## src/rtl/chiplib_pkg.sv

```systemverilog
// Shared types and helpers for the chiplib stream cells.
package chiplib_pkg;

  localparam int DST_W   = 2;
  localparam int MAX_OUT = 4;

  typedef enum logic [1:0] {
    ST_IDLE = 2'd0,
    ST_FWD  = 2'd1,
    ST_DROP = 2'd2
  } demux_state_e;

  // Increment that holds at max_v instead of wrapping.
  function automatic logic [31:0] sat_inc(input logic [31:0] v, input logic [31:0] max_v);
    logic [31:0] r;
    if (v == max_v) begin
      r = v;
    end else begin
      r = v + 32'd1;
    end
    return r;
  endfunction

endpackage

```

## src/rtl/chiplib_skid2.sv

```systemverilog
// Two-entry valid/ready register slice: outputs and in_ready are registered.
module chiplib_skid2 #(
  parameter int W = 8
) (
  input  logic         clk,
  input  logic         rst_n,
  input  logic         in_valid,
  output logic         in_ready,
  input  logic [W-1:0] in_data,
  output logic         out_valid,
  input  logic         out_ready,
  output logic [W-1:0] out_data
);

  logic         main_valid_r, skid_valid_r, in_ready_r;
  logic [W-1:0] main_data_r, skid_data_r;
  logic         main_valid_n, skid_valid_n;
  logic [W-1:0] main_data_n, skid_data_n;
  logic         accept_s, take_s;

  // Next-state for main/skid; a held skid entry always drains before new input.
  always_comb begin
    accept_s     = in_valid & in_ready_r;
    take_s       = main_valid_r & out_ready;
    main_valid_n = main_valid_r;
    main_data_n  = main_data_r;
    skid_valid_n = skid_valid_r;
    skid_data_n  = skid_data_r;
    if (take_s || !main_valid_r) begin
      if (skid_valid_r) begin
        main_valid_n = 1'b1;
        main_data_n  = skid_data_r;
        skid_valid_n = 1'b0;
      end else if (accept_s) begin
        main_valid_n = 1'b1;
        main_data_n  = in_data;
      end else begin
        main_valid_n = 1'b0;
      end
    end else if (accept_s) begin
      skid_valid_n = 1'b1;
      skid_data_n  = in_data;
    end else begin
      skid_valid_n = skid_valid_r;
    end
  end

  // Slice registers; in_ready is precomputed from the next skid occupancy.
  always_ff @(posedge clk or negedge rst_n) begin
    if (!rst_n) begin
      main_valid_r <= 1'b0;
      skid_valid_r <= 1'b0;
      in_ready_r   <= 1'b0;
      main_data_r  <= '0;
      skid_data_r  <= '0;
    end else begin
      main_valid_r <= main_valid_n;
      skid_valid_r <= skid_valid_n;
      in_ready_r   <= ~skid_valid_n;
      main_data_r  <= main_data_n;
      skid_data_r  <= skid_data_n;
    end
  end

  assign in_ready  = in_ready_r;
  assign out_valid = main_valid_r;
  assign out_data  = main_data_r;

endmodule

```

## src/rtl/chiplib_demux4_stream.sv

```systemverilog
// 1-to-NUM_OUT packet demux: destination locked per packet, invalid destinations dropped.
module chiplib_demux4_stream
  import chiplib_pkg::*;
#(
  parameter int DW      = 32,
  parameter int NUM_OUT = 4,
  parameter int CNT_W   = 8
) (
  input  logic               clk,
  input  logic               rst_n,
  input  logic               in_valid,
  output logic               in_ready,
  input  logic [DW-1:0]      in_data,
  input  logic [DST_W-1:0]   in_dst,
  input  logic               in_last,
  output logic [MAX_OUT-1:0] out_valid,
  input  logic [MAX_OUT-1:0] out_ready,
  output logic [DW-1:0]      out_data,
  output logic               out_last,
  output logic               drop_pulse,
  output logic [CNT_W-1:0]   drop_cnt
);

  localparam int PW = DST_W + 1 + DW;
  localparam logic [CNT_W-1:0] CNT_MAX = '1;

  demux_state_e     state_r, state_n;
  logic [DST_W-1:0] dst_r, dst_n, fwd_dst_s, main_dst_s;
  logic             in_ready_s, accept_s, drop_s, dst_bad_s, main_valid_s, sel_ready_s;
  logic [PW-1:0]    main_s;
  logic [MAX_OUT-1:0] out_valid_s;
  logic             drop_pulse_r;
  logic [CNT_W-1:0] drop_cnt_r;

  // Packet FSM: decides drop vs. forward and which destination the beat carries.
  always_comb begin
    dst_bad_s = (int'(in_dst) >= NUM_OUT);
    accept_s  = in_valid & in_ready_s;
    state_n   = state_r;
    dst_n     = dst_r;
    drop_s    = 1'b0;
    fwd_dst_s = dst_r;
    case (state_r)
      ST_IDLE: begin
        drop_s    = dst_bad_s;
        fwd_dst_s = in_dst;
        if (accept_s) begin
          dst_n = in_dst;
          if (in_last) begin
            state_n = ST_IDLE;
          end else if (dst_bad_s) begin
            state_n = ST_DROP;
          end else begin
            state_n = ST_FWD;
          end
        end else begin
          state_n = ST_IDLE;
        end
      end
      ST_FWD: begin
        if (accept_s && in_last) begin
          state_n = ST_IDLE;
        end else begin
          state_n = ST_FWD;
        end
      end
      ST_DROP: begin
        drop_s = 1'b1;
        if (accept_s && in_last) begin
          state_n = ST_IDLE;
        end else begin
          state_n = ST_DROP;
        end
      end
      default: begin
        state_n = ST_IDLE;
      end
    endcase
  end

  // FSM state and locked destination.
  always_ff @(posedge clk or negedge rst_n) begin
    if (!rst_n) begin
      state_r <= ST_IDLE;
      dst_r   <= '0;
    end else begin
      state_r <= state_n;
      dst_r   <= dst_n;
    end
  end

  // Drop reporting: pulse and saturating counter.
  always_ff @(posedge clk or negedge rst_n) begin
    if (!rst_n) begin
      drop_pulse_r <= 1'b0;
      drop_cnt_r   <= '0;
    end else begin
      drop_pulse_r <= accept_s & drop_s;
      if (accept_s && drop_s) begin
        drop_cnt_r <= CNT_W'(sat_inc(32'(drop_cnt_r), 32'(CNT_MAX)));
      end else begin
        drop_cnt_r <= drop_cnt_r;
      end
    end
  end

  // Dropped beats are masked here so they never occupy the slice.
  chiplib_skid2 #(.W(PW)) u_skid (
    .clk       (clk),
    .rst_n     (rst_n),
    .in_valid  (in_valid & ~drop_s),
    .in_ready  (in_ready_s),
    .in_data   ({fwd_dst_s, in_last, in_data}),
    .out_valid (main_valid_s),
    .out_ready (sel_ready_s),
    .out_data  (main_s)
  );

  assign main_dst_s  = main_s[PW-1 -: DST_W];
  assign sel_ready_s = out_ready[main_dst_s];

  // One-hot valid decode of the main entry's destination.
  always_comb begin
    out_valid_s = '0;
    for (int i = 0; i < MAX_OUT; i++) begin
      out_valid_s[i] = main_valid_s && (int'(main_dst_s) == i) && (i < NUM_OUT);
    end
  end

  assign out_valid  = out_valid_s;
  assign out_data   = main_s[DW-1:0];
  assign out_last   = main_s[DW];
  assign in_ready   = in_ready_s;
  assign drop_pulse = drop_pulse_r;
  assign drop_cnt   = drop_cnt_r;

endmodule

```

## config.mk

```make
export PLATFORM = sky130hd
export DESIGN_NAME = chiplib_demux4_stream
export DESIGN_NICKNAME = d
export VERILOG_FILES = /design/src/rtl/chiplib_pkg.sv /design/src/rtl/chiplib_skid2.sv /design/src/rtl/chiplib_demux4_stream.sv
export SDC_FILE = /design/constraint.sdc
export NUM_CORES = 1
export LEC_CHECK = 0
export ABC_AREA = 1
export BUFFER_PORTS_ARGS = -buffer_cell sky130_fd_sc_hd__clkbuf_2
export CAP_MARGIN = 15
export CORE_MARGIN = 4
export CORE_UTILIZATION = 50
export DETAILED_ROUTE_END_ITERATION = 8
export GPL_TIMING_DRIVEN = 0
export HOLD_SLACK_MARGIN = 0.05
export PLACE_DENSITY = 0.76
export SETUP_SLACK_MARGIN = 0.2
export SKIP_CTS_REPAIR_TIMING = 1
export SYNTH_ARGS = -nofsm -noshare
export SYNTH_HDL_FRONTEND = slang
export SYNTH_SLANG_ARGS = --single-unit
export TNS_END_PERCENT = 50
```

## constraint.sdc

```tcl
create_clock -name clk -period 1.3 [get_ports clk]
set_clock_uncertainty 0.1 [all_clocks]
set_input_delay 0.26 -clock clk [delete_from_list [all_inputs] [get_ports clk]]
set_output_delay 0.26 -clock clk [all_outputs]
set_load 0.005 [all_outputs]
```

### Yosys cells after proc, flatten, opt, wreduce, memory -nomap -nowiden

Cells that the tools add are included.

| storage, ports and cells | value |
|---|---|
| flip-flop bits (word level) | 86 |
| input port bits | 42 |
| output and inout bits | 47 |
| logic and storage cells | 56 |

| cells by class | value |
|---|---|
| add/subtract/negate cells | 1 |
| $lt $le $gt $ge | 1 |
| equality and inequality tests | 6 |
| multiplexer cells | 15 |
| bitwise gates (word level) | 9 |
| reductions and logical operators | 15 |

Operator list:

| kind | number |
|---|---|
| $mux 35 | 2 |
| $add 8x1->8 const B | 1 |
| $eq 8x8->1 const B | 1 |
| $mux 1 | 8 |
| $reduce_and 2->1 | 4 |
| $eq 2x2->1 const B | 3 |
| $logic_and 1x1->1 | 6 |
| $mux 2 | 3 |
| $pmux 2 s3 | 1 |
| $and 1x1->1 | 5 |
| $eq 2x1->1 const B | 2 |
| $logic_not 2->1 | 2 |
| $not 1->1 | 4 |
| $lt 2x3->1 const B | 1 |
| $bmux 1 s2 | 1 |
| $reduce_bool 2->1 | 1 |
| $logic_not 1->1 | 1 |
| $logic_or 1x1->1 | 1 |

### Logic depth before layout (Yosys ltp)

| logic depth | value |
|---|---|
| word-level depth | 8 |
| gate-level depth with buffers | 10 |
| mapped depth without buffers | 8 |

### Modules after synthesis

From an unflattened synthesis, not the netlist that was laid out.

| unflattened totals | value |
|---|---|
| cell total of the unflattened synthesis | 526 |
| area total of the unflattened synthesis | 4136.5 µm² |

By module, submodules not included:

| module | instances | cells each | area each (µm²) | sequential area each (µm²) |
|---|---|---|---|---|
| chiplib_skid2 | 1 | 422 | 3368.2 | 1826.8 |
| chiplib_demux4_stream | 1 | 104 | 768.2 | 325.3 |

### Least setup slack after synthesis

No wires, ideal clock.

| timing | value |
|---|---|
| path type | flip-flop to flip-flop |
| from | register drop_cnt_r[0] (netlist: drop_cnt[0]) |
| to | register drop_cnt_r[3] (netlist: drop_cnt[3]) |
| setup time | 127 ps |
| arrival time | 1199 ps |
| data required time | 1073 ps |
| slack | -125 ps |
| cell stages (with the launch flop) | 9 |
| buffers on the path | 0 |
| period minus slack after synthesis | 1425 ps |
| cells stage by stage | dfrtp_1 ha_1 nand3_1 nor2_1 nand2_1 nand2_2 inv_1 nand2_1 o21ai_0 |

| between the ends | value |
|---|---|
| cells in the longest elaborated chain, start to end | 3 |

Ends and longest elaborated chain:

| item | line | text |
|---|---|---|
| start: declaration | chiplib_demux4_stream.sv:33 | `logic [CNT_W-1:0] drop_cnt_r;` |
| start signal: assignment | chiplib_demux4_stream.sv:100 | `drop_cnt_r <= CNT_W'(sat_inc(32'(drop_cnt_r), 32'(CNT_MAX)));` |
| start signal: assignment | chiplib_demux4_stream.sv:102 | `drop_cnt_r <= drop_cnt_r;` |
| branches (longest 3 deep; another with $add 8x1->8) | - |  |

Several ways; the timed one is not identified.
A chain may end at the register's enable or synchronous reset.

### Worst setup path in the final report

| timing | value |
|---|---|
| from | register u_skid.main_data_r[33] (netlist: u_skid.out_data[33]) |
| to | register u_skid.skid_data_r[18] |

| between the ends | value |
|---|---|
| cells in the longest elaborated chain, start to end | 6 |

Ends and longest elaborated chain:

| item | line | text |
|---|---|---|
| start: declaration | chiplib_skid2.sv:16 | `logic [W-1:0] main_data_r, skid_data_r;` |
| start signal: assignment | chiplib_skid2.sv:60 | `main_data_r <= main_data_n;` |
| $bmux 1 s2 | chiplib_demux4_stream.sv:120 | `assign sel_ready_s = out_ready[main_dst_s];` |
| $mux 1 (not written as such) | chiplib_demux4_stream.sv:120 |  |
| $and 1x1->1 | chiplib_skid2.sv:24 | `take_s = main_valid_r & out_ready;` |
| $logic_or 1x1->1 | chiplib_skid2.sv:29 | `if (take_s \|\| !main_valid_r) begin` |
| $not 1->1 (no source line) | - |  |
| $reduce_and 2->1 (no source line) | - |  |
| end signal: assignment | chiplib_skid2.sv:61 | `skid_data_r <= skid_data_n;` |
| end: declaration | chiplib_skid2.sv:16 |  |

Every way passes these cells. The select of a mux whose other input is x is not followed.

==> results.sh <==
export IMPL_core_area_um2=8678
export IMPL_synth_distinct_cells=26
export IMPL_seq_power_share_pct=30.8
export IMPL_drc=0
export IMPL_die_area_um2=10440
export IMPL_clkTransAtPathRegs_ps=90
export IMPL_period_needed_ps=1634
export IMPL_insertion_delay_ps=350
export IMPL_rows=34
export IMPL_htreeDepth=3
export IMPL_grtUsageTotal_pct=21.02
export IMPL_antenna_found_initial=0
export IMPL_cp_end_kind="flip-flop"
export IMPL_start_kind="flip-flop"
export IMPL_rsz0062_at_grt="yes"
export IMPL_tightest_slew_ps=474.7
export IMPL_finalSetupViolCount=120
export IMPL_drtPass1Iterations=5
export IMPL_drtAntennaViolNets=0
export IMPL_cp_max_fo=7
export IMPL_synth_seq_cells=86
export IMPL_clkPwrFrac_pct=14.3
export IMPL_swShare_pct=39.74
export IMPL_start_util_pct=51.11
export IMPL_io_pins=89
export IMPL_die_height_um=102.2
export IMPL_wl_per_cell_um=14.31
export IMPL_gp_congestion=0.7628
export IMPL_grt_max_degree=58
export IMPL_antenna_cells=0
export IMPL_stdcell_count=813
export IMPL_drv_cap=0
export IMPL_dp_cells=767
export IMPL_finalCritPeriodShare_pct=125.7
export IMPL_finalPower_w=0.01450
export IMPL_drt_vias_per_instance=5.218
export IMPL_r2r_slack_ps=-330
export IMPL_crit_family="simple AND/OR/NAND/NOR gates"
export IMPL_final_util_pct=69.81
export IMPL_pwr_share_comb_pct=54.9
export IMPL_wl_um=11630
export IMPL_slowest_delay_ps=410
export IMPL_drive_gt1_share_pct=39.72
export IMPL_yosys_warnings=0
export IMPL_final_setup_worst_slack_ps=-334.2
export IMPL_numCtsBuffers=9
export IMPL_cpMaxStageDelayCell="dfrtp_1"
export IMPL_n_fill_cell=695
export IMPL_cp_cell_sequence="buf_6 -> inv_6 -> nand3_4 -> nand2_4 -> nor2_4 -> nand3_4 -> buf_4 -> nand2_1 -> nand2_1"
export IMPL_r2r_start="u_skid.out_data[33]"
export IMPL_worstPathArrival_ps=1780
export IMPL_cts_tree="done"
export IMPL_yosysSeqAreaShare_pct=48.52
export IMPL_fin_hold_ws_ps=-238.9
export IMPL_die_w_um=102.2
export IMPL_worst_path_buf_inv=3
export IMPL_syn_area_um2=4436
export IMPL_root_buffer="clkbuf_8"
export IMPL_grt_pass1_wl_um=17500
export IMPL_irDropWorstVdd_v=0.001076
export IMPL_grt_pass1_vias=3816
export IMPL_grt_overflow_total=0
export IMPL_critPathLaunch="u_skid.out_data[33]"
export IMPL_slew_headroom_pct=68.36
export IMPL_violations="hold timing, setup timing"
export IMPL_criticalPathCategory="reg2reg"
export IMPL_cts_buffer_depth=2
export IMPL_fin_nets=743
export IMPL_power_density_nw_per_um2=2394
export IMPL_finalMaxSlewViolations=0
export IMPL_max_freq_mhz=611.9
export IMPL_dp_hpwl_um=7547
export IMPL_required_ps=1440
export IMPL_synth_cells=570
export IMPL_leakagePower_nw=3.328
export IMPL_outcome="finished with violations"
export IMPL_syn_to_final_growth_pct=36.59
export IMPL_internal_power_w=0.008738
export IMPL_drt_initial_drc_count=204
export IMPL_synth_avg_cell_area_um2=7.782
export IMPL_timing_hold_worst_class="in2async"
export IMPL_io_buffers=88
export IMPL_p_sw_w=0.005764
export IMPL_via_count=4242
export IMPL_hold_viol=29
export IMPL_cts_sinks=86
export IMPL_syn_nets=613
[layout make-up]
type | count | area, um^2 | share of cell area (%)
Sequential cell | 86 | 2155 | 35.56
Multi-Input combinational cell | 402 | 2115 | 34.90
Timing Repair Buffer | 117 | 798.3 | 13.18
Buffer | 63 | 541.8 | 8.943
Clock buffer | 13 | 148.9 | 2.458
Tap cell | 108 | 135.1 | 2.230
Inverter | 20 | 92.59 | 1.528
Clock inverter | 3 | 67.56 | 1.115
Timing Repair inverter | 1 | 5.005 | 0.08261
[power groups by stage]
stage	Sequential [W]	Clock (W)	Combinational [W]
global route	0.00459	0.00221	0.00881
floorplan	0.00426	0	0.00468
global placement	0.00436	0	0.00615
finish	0.00447	0.00207	0.00796
detailed placement	0.00442	0	0.00633
CTS	0.00437	0.00210	0.00636
[cell usage after synthesis]
cell type	instances	share of area, %
buf_1	3	0.25
nand3_2	1	0.23
o21ai_0	9	1.0
nand3_1	44	5.0
nand3_4	1	0.39
ha_1	1	0.28
nor3b_2	1	0.28
o21ai_4	1	0.37
buf_2	15	1.7
nor2_1	6	0.51
inv_2	4	0.34
buf_6	5	1.3
a21oi_1	1	0.11
clkbuf_1	2	0.17
nor3_1	4	0.45
nand2_2	1	0.14
dfrtp_1	86	49
nand2_4	1	0.25
inv_1	16	1.4
nor2_4	2	0.51
buf_4	38	6.4
nand2_1	286	24
nand4_1	35	4.9
xnor2_1	3	0.59
nand3b_1	2	0.34
xor2_1	2	0.39
[cell usage in the layout, fill, tap and decap left out, types with 3 or more instances in the layout]
cell type  synthesis  final
nand2_1          286    257
clkbuf_2           0     87
dfrtp_1           86     84
buf_4             38     51
nand4_1           35     35
nand3_2            1     33
nand2_2            1     26
inv_1             16     12
buf_6              5     12
nand3_1           44     10
clkbuf_8           0     10
o21ai_0            9      9
buf_2             15      9
clkbuf_4           0      6
nand2_4            1      5
buf_12             0      5
clkbuf_16          0      5
nand3_4            1      4
nor2_4             2      4
clkbuf_1           2      4
inv_2              4      3
inv_4              0      3
nor2_1             6      3
xnor2_1            3      3
[routing by layer]
metal  up-vias  part of all wire (%)  global-route usage, %
met5         -                     0                      0
met4         0                   1.9                  7.770
met3        20                   6.0                  3.276
met2       148                    50                  34.93
met1      2029                    42                  27.89
li1       2045                     -                      -
[worst register-to-register path, stage by stage (launching register included)]
cell and delay, ps:
dfrtp_1 410, buf_6 150, inv_6 50, nand3_4 60
nand2_4 50, nor2_4 190, nand3_4 200, buf_4 210
nand2_1 60, nand2_1 50
[final timing paths]
check                                    endpoint  cells after the start
min                            u_skid.out_data[7]                      1
max reg2reg                u_skid.skid_data_r[18]                      9
min in group clk            u_skid.skid_data_r[7]                      3
max                        u_skid.skid_data_r[18]                      9
min reg2reg                u_skid.skid_data_r[15]                      2
max in group asynchronous  u_skid.skid_data_r[26]                      2
[sequential cells by signal, indices dropped and copies added (netlist names)]
| register | count |
|---|---|
| u_skid.skid_valid_r | 1 |
| state_r | 2 |
| u_skid.in_ready | 1 |
| u_skid.out_data | 35 |
| drop_cnt | 8 |
| u_skid.out_valid | 1 |
| drop_pulse | 1 |
| dst_r | 2 |
| u_skid.skid_data_r | 35 |
[cells by family (layout without fill, tap and decap cells)]
kind of cell,Yosys count,count (layout),share of synthesized area [%]
xor gates and xnor gates,5,5,0.9875
adders and majority gates,1,1,0.2820
and+or+nand+nor,384,385,37.21
DFF,86,86,48.52
AOI/OAI and AO/OA,11,11,1.495
buffers and inverters,83,217,11.51
[through the flow]
step | TNS (ps) | cell area (um^2) | hold WS, ps | worst slack [ps]
2_1_floorplan | -4437 | 4658 | -135.6 | -88.06
3_3_place_gp | -112990 | 5234 | 353.5 | -1109
3_5_place_dp | -19860 | 5264 | 158.1 | -302.7
4_1_cts | -23570 | 5480 | -232.1 | -330.8
5_1_grt | -30500 | 6058 | -215.3 | -411.1
6_report | -21790 | 6058 | -238.9 | -334.2
No activity file was read; power rests on OpenSTA's default activity.
